[config.mk]
export PLATFORM = sky130hd
export DESIGN_NAME = hazard_unit
export DESIGN_NICKNAME = d
export VERILOG_FILES = /design/src/rtl/hazard_unit.sv
export SDC_FILE = /design/constraint.sdc
export NUM_CORES = 1
export LEC_CHECK = 0
export CORE_MARGIN = 2
export CORE_UTILIZATION = 41
export CTS_CLUSTER_SIZE = 40
export DETAILED_ROUTE_END_ITERATION = 8
export GPL_TIMING_DRIVEN = 0
export PLACE_DENSITY = 0.82
export SYNTH_ARGS = -nofsm -noshare
export SYNTH_HDL_FRONTEND = slang
export SYNTH_SLANG_ARGS = --single-unit
[constraint.sdc]
create_clock -name clk -period 3.2 [get_ports clk]
set_clock_uncertainty 0.05 [all_clocks]
set_input_delay 0.96 -clock clk [delete_from_list [all_inputs] [get_ports clk]]
set_output_delay 0.96 -clock clk [all_outputs]
set_load 0.05 [all_outputs]
[src/rtl/hazard_unit.sv]
// Pipeline control for the RV32I 5-stage core: stalls, flushes, operand
// forwarding selects and stall/flush performance counters.
module hazard_unit #(
  parameter int CNT_W = 32
) (
  input  logic             clk,
  input  logic             rst,
  input  logic [4:0]       id_rs1,
  input  logic [4:0]       id_rs2,
  input  logic             id_uses_rs1,
  input  logic             id_uses_rs2,
  input  logic [4:0]       ex_rs1,
  input  logic [4:0]       ex_rs2,
  input  logic [4:0]       ex_rd,
  input  logic             ex_reg_write,
  input  logic             ex_mem_read,
  input  logic             ex_branch_taken,
  input  logic [4:0]       mem_rd,
  input  logic             mem_reg_write,
  input  logic             mem_req,
  input  logic             mem_ready,
  input  logic [4:0]       wb_rd,
  input  logic             wb_reg_write,
  output logic             pc_en,
  output logic             ifid_en,
  output logic             ifid_flush,
  output logic             idex_en,
  output logic             idex_flush,
  output logic             exmem_en,
  output logic [1:0]       fwd_a,
  output logic [1:0]       fwd_b,
  output logic [1:0]       state,
  output logic [CNT_W-1:0] stall_cnt,
  output logic [CNT_W-1:0] flush_cnt
);

  typedef enum logic [1:0] {
    RUN        = 2'd0,
    LOAD_STALL = 2'd1,
    FLUSH      = 2'd2,
    MEM_WAIT   = 2'd3
  } state_t;

  localparam logic [CNT_W-1:0] CNT_ONE = {{(CNT_W-1){1'b0}}, 1'b1};

  state_t           state_reg, state_next;
  logic [CNT_W-1:0] stall_cnt_reg, flush_cnt_reg;

  logic       mem_wait;
  logic       load_use;
  logic [9:0] ex_src;
  logic [9:0] id_src;
  logic [1:0] id_uses;
  logic [1:0] id_hit;
  logic [3:0] fwd_sel;

  assign ex_src  = {ex_rs2, ex_rs1};
  assign id_src  = {id_rs2, id_rs1};
  assign id_uses = {id_uses_rs2, id_uses_rs1};

  // Per-operand forwarding select (MEM beats WB) and load-use match.
  genvar gi;
  generate
    for (gi = 0; gi < 2; gi++) begin : g_src
      assign fwd_sel[2*gi +: 2] =
        !rst ? 2'b00 :
        (mem_reg_write && (mem_rd != 5'd0) && (mem_rd == ex_src[5*gi +: 5])) ? 2'b01 :
        (wb_reg_write  && (wb_rd  != 5'd0) && (wb_rd  == ex_src[5*gi +: 5])) ? 2'b10 :
        2'b00;
      assign id_hit[gi] = id_uses[gi] && (id_src[5*gi +: 5] == ex_rd);
    end
  endgenerate

  assign fwd_a = fwd_sel[1:0];
  assign fwd_b = fwd_sel[3:2];

  assign mem_wait = mem_req && !mem_ready;
  assign load_use = ex_mem_read && ex_reg_write && (ex_rd != 5'd0) && (|id_hit);

  always_comb begin
    pc_en      = 1'b0;
    ifid_en    = 1'b0;
    ifid_flush = 1'b0;
    idex_en    = 1'b0;
    idex_flush = 1'b0;
    exmem_en   = 1'b0;
    state_next = RUN;
    if (rst) begin
      if (mem_wait) begin
        state_next = MEM_WAIT;
      end else if (ex_branch_taken) begin
        pc_en      = 1'b1;
        ifid_en    = 1'b1;
        ifid_flush = 1'b1;
        idex_en    = 1'b1;
        idex_flush = 1'b1;
        exmem_en   = 1'b1;
        state_next = FLUSH;
      end else if (load_use && (state_reg != LOAD_STALL) && (state_reg != FLUSH)) begin
        // EX already holds a bubble after a stall or flush, so a match then is stale.
        idex_en    = 1'b1;
        idex_flush = 1'b1;
        exmem_en   = 1'b1;
        state_next = LOAD_STALL;
      end else begin
        pc_en    = 1'b1;
        ifid_en  = 1'b1;
        idex_en  = 1'b1;
        exmem_en = 1'b1;
      end
    end
  end

  always_ff @(posedge clk or negedge rst) begin
    if (!rst) begin
      state_reg     <= RUN;
      stall_cnt_reg <= '0;
      flush_cnt_reg <= '0;
    end else begin
      state_reg <= state_next;
      if (!pc_en)
        stall_cnt_reg <= stall_cnt_reg + CNT_ONE;
      if (ifid_flush)
        flush_cnt_reg <= flush_cnt_reg + CNT_ONE;
    end
  end

  assign state     = state_reg;
  assign stall_cnt = stall_cnt_reg;
  assign flush_cnt = flush_cnt_reg;

endmodule

==> flow_results.org <==
** Worst setup path
- Kind of critical path :: in -> out
- The worst setup path is captured at an output port.
- Most Frequent Cell on Critical Path :: sky130_fd_sc_hd__buf_6
- In this run the register-to-register setup slack is 0.98 ns.
- Among all stages on the critical path, the largest delay is contributed by sky130_fd_sc_hd__nor4_2.
- WP data arrival :: 2.44 ns
- Worst path buffer plus inverter count :: 5
- Critical path required time :: 2.19 ns
- In this run the worst path has a maximum fanout of 3.
- The cell family contributing the most delay on the critical path is buffers and inverters.
- List of cells traversed by the critical path :: buf_6, xor2_2, nor4_2, a32oi_2, o31ai_4, buf_6, clkinvlp_4, buf_6, buf_8
- Type of element launching the critical path :: primary input
- Delay of the slowest cell on the worst path :: 0.29 ns

** Placed design
- Placer's final routability congestion estimate :: 0.806
- Final HPWL from detailed placement :: 6320 µm
- Counting tap cells, the placed design contains a total of 550 instances.
- Input and output buffers added on the ports amount to 121.
- After detailed placement, the total cell area comes to 4900 µm².

** Final layout
- The repair_antennas step left the layout with diodes totalling 0.
- Of the cells placed in the final design, the portion with a size suffix greater than 1 is 0.224.
- In the final design database the tool counted 512 nets.
- After the flow finishes, the layout carries non-filler instances totaling 574.
- Area growth, synth to finish :: 48.2%
- The finished cells cover 5190 µm².

** Power and ir drop
- Leakage component of the power :: 2.28 nW
- Dividing total power by cell area gives a power density of 473 nW/µm².
- Tot Pwr :: 2.46 mW
- Worst-case vdd ir drop :: 0.449 mV

** Status
- The run finished, with violations left.
- The final reports fail on setup timing.

** Yosys
- Synthesis inferred 66 register bits.
- Post-synthesis cell area :: 3500 µm²
- Synth Flop Type :: sky130_fd_sc_hd__dfrtp_1
- Cell variety after synth :: 43
- In this run, synthesis inferred 0 flip-flops with an integrated enable.
- Ys Warns :: 0
- Net count after synthesis :: 372
- Sequential fraction of the synthesis area :: 0.472
- Avg Inst Size Synth :: 10.8 µm²
- Gate count after technology mapping :: 324
- Counting flops with an async set or reset pin after synthesis yields a share of 1.00.

** Clock network
- No sink is reached through more buffers than the 2 on the longest clock path.
- TritonCTS built the clock tree.
- Clk pin slew, worst setup/hold paths :: 0.07 ns
- Inserted Clock Buffers :: 9
- Hold-fix buffers at CTS :: 0
- Clock insertion delay at the later pin of the skew report :: 0.33 ns
- TritonCTS sink count :: 66
- In this run the number of H-tree levels came out at 3.
- Root buffer selected by CTS :: sky130_fd_sc_hd__clkbuf_8

** Floorplanning
- Initial standard-cell utilization of the core :: 0.424
- The floorplan step defined a core boundary enclosing 8260 µm².
- After floorplanning, the core was divided into 33 placement rows.
- Die boundary height :: 96.4 µm
- The floorplan step set the die width to 96.4 µm.
- Pin placement for this block handled 122 I/O pins.
- The floorplan step defined a die boundary enclosing 9300 µm².

** Drt
- Initial DRT Pass Iterations :: 4
- Once detail routing completed, the nets flagged for antenna violations numbered 0.
- In the routed design, unresolved DRC markers number 0.
- For this block, the via count after detailed routing is 2922.
- After the first detailed-routing iteration, the DRC count stood at 81.
- Detailed Route WL :: 8820 µm
- Vias per Instance :: 5.09
- Routed WL per cell :: 15.4 µm

** Timing
- Counting I/O delays and the setup requirement, the final critical path takes 3.45 ns.
- Highest clock frequency the design can meet :: 290 MHz
- Final Slew Violations :: 0
- Adding up every negative setup slack in the final design gives -0.891 ns.
- For the pin with the worst max-slew slack, the measured transition is 0.665 ns.
- Setup repair after global routing could not meet its margin everywhere.
- In the finished design, the share of the clock period the worst path needs comes to 1.08.
- Number of failing hold endpoints at the final stage :: 0
- Setup violations remaining at the end of the flow were counted as 6.
- Across all setup checks in the final design, the least slack found is -0.248 ns.
- Worst max-slew margin expressed relative to the limit :: 0.552

** Global route
- Via count of the first global-routing pass :: 2953
- Antenna violations before repair :: 0
- Entering global routing, the biggest net connects 75 pins.
- Global route total overflow :: 0
- Global-route wire length before repair :: 14000 µm
- For this run, the total global-route usage over all layers was measured as 0.193.

** Run
- Max-cap violations in this run came to 0.

** Min path
- The path class of the tightest hold or removal check is in -> async.
==> timing repair <==
item                       4_1_cts  5_1_grt
gates cloned                     0        1
setup buffers                    6        1
setup endpoints to repair       10        8
gates resized for setup        179       38
pin swaps                       22       13
==> path summary, 6_finish.rpt <==
kind                                    start            end  depth (start not counted)
worst min register to register  stall_cnt[31]  stall_cnt[31]                          1
worst min-delay path                      rst   flush_cnt[8]                          1
worst max-delay path                id_rs2[2]          pc_en                          9
min in group clk                stall_cnt[31]  stall_cnt[31]                          1
max in group asynchronous                 rst       state[0]                          1
worst max register to register  flush_cnt[15]  flush_cnt[31]                          6
==> worst register-to-register path: stages, from the launching register on <==
cell and delay, ns:
sky130_fd_sc_hd__dfrtp_1 0.43, sky130_fd_sc_hd__and3_1 0.22, sky130_fd_sc_hd__and3_1 0.24, sky130_fd_sc_hd__nand4_1 0.17
sky130_fd_sc_hd__nor4_1 0.63, sky130_fd_sc_hd__nand4_1 0.20, sky130_fd_sc_hd__xnor2_1 0.17
==> layout by cell type (no fill, tap or decap), types with 4 or more instances in the layout <==
cell / Yosys / final
sky130_fd_sc_hd__clkdlybuf4s50_1: 0 / 72
sky130_fd_sc_hd__dfrtp_1: 66 / 66
sky130_fd_sc_hd__xnor2_1: 57 / 55
sky130_fd_sc_hd__xor2_1: 36 / 34
sky130_fd_sc_hd__nand2_1: 29 / 28
sky130_fd_sc_hd__nand3_1: 19 / 18
sky130_fd_sc_hd__nand4_1: 18 / 18
sky130_fd_sc_hd__nor2_1: 17 / 16
sky130_fd_sc_hd__and3_1: 14 / 14
sky130_fd_sc_hd__buf_6: 2 / 13
sky130_fd_sc_hd__clkbuf_2: 0 / 13
sky130_fd_sc_hd__buf_2: 1 / 12
sky130_fd_sc_hd__clkbuf_8: 0 / 11
sky130_fd_sc_hd__buf_4: 2 / 9
sky130_fd_sc_hd__and2_1: 8 / 8
sky130_fd_sc_hd__dlygate4sd2_1: 1 / 8
sky130_fd_sc_hd__or4_4: 1 / 6
sky130_fd_sc_hd__inv_1: 7 / 5
sky130_fd_sc_hd__and4_1: 5 / 5
sky130_fd_sc_hd__nor4_4: 0 / 4
sky130_fd_sc_hd__clkinvlp_4: 0 / 4
==> final cells by class <==
cell class | count | area (µm²)
buffer | 8 | 62.6
tap | 105 | 131
sequential | 66 | 1650
fill | 691 | 3070
clock buffer | 11 | 151
inverter | 7 | 30.0
multi-input combinational | 243 | 1920
timing repair buffer | 129 | 1200
clock inverter | 5 | 36.3
==> synthesized netlist by cell type, drive strengths merged, types with 2 or more instances <==
cell,n,share of area
nand2b,2,0.0036
nand2,29,0.031
and2,10,0.018
mux2,2,0.0064
nor4,8,0.016
xor2,36,0.090
nor2,17,0.018
buf,5,0.012
nand4,20,0.042
and4,6,0.016
or4,6,0.014
nand3,19,0.027
clkbuf,2,0.0021
o21ai,2,0.0029
or2,2,0.0036
xnor2,57,0.14
ha,2,0.0071
dfrtp,66,0.47
inv,7,0.0075
and3,15,0.027
==> logic make-up (layout without fill, tap and decap cells) <==
family | after synthesis | in the layout | synth area share
AND/OR/NAND/NOR | 137 | 137 | 0.223
AO/OA/AOI/OAI | 9 | 9 | 0.0347
multiplexers | 2 | 2 | 0.00643
XOR/XNOR | 93 | 93 | 0.233
buffers and inverters | 15 | 160 | 0.0243
adder cells (fa/ha/maj) | 2 | 2 | 0.00714
flip-flops | 66 | 66 | 0.472
==> where the power goes <==
part	internal (mW)	total (mW)	leakage (nW)	switching [mW]
clock network	0.325	0.655	0.0880	0.331
registers	0.911	1.01	0.888	0.0960
logic	0.300	0.795	1.31	0.495
total	1.54	2.46	2.28	0.922
==> through the flow <==
step	util	setup slack, ns	hold WS (ns)
final	0.628	-0.248	0.403
after global routing	0.628	-0.347	0.401
after CTS	0.626	-0.265	0.432
after detailed placement	0.593	-1.63	0.421
after global placement	0.593	-3.80	0.412
after floorplan	-	-0.478	0.614
==> layer usage <==
metal | global-route usage | share of wire | vias to the layer above
met5 | 0 | 0 | -
met4 | 0.0669 | 0.016 | 0
met3 | 0.0419 | 0.050 | 13
met2 | 0.319 | 0.49 | 87
met1 | 0.251 | 0.45 | 1429
li1 | - | - | 1393
Note: power is estimated with default switching activity, not from simulation.
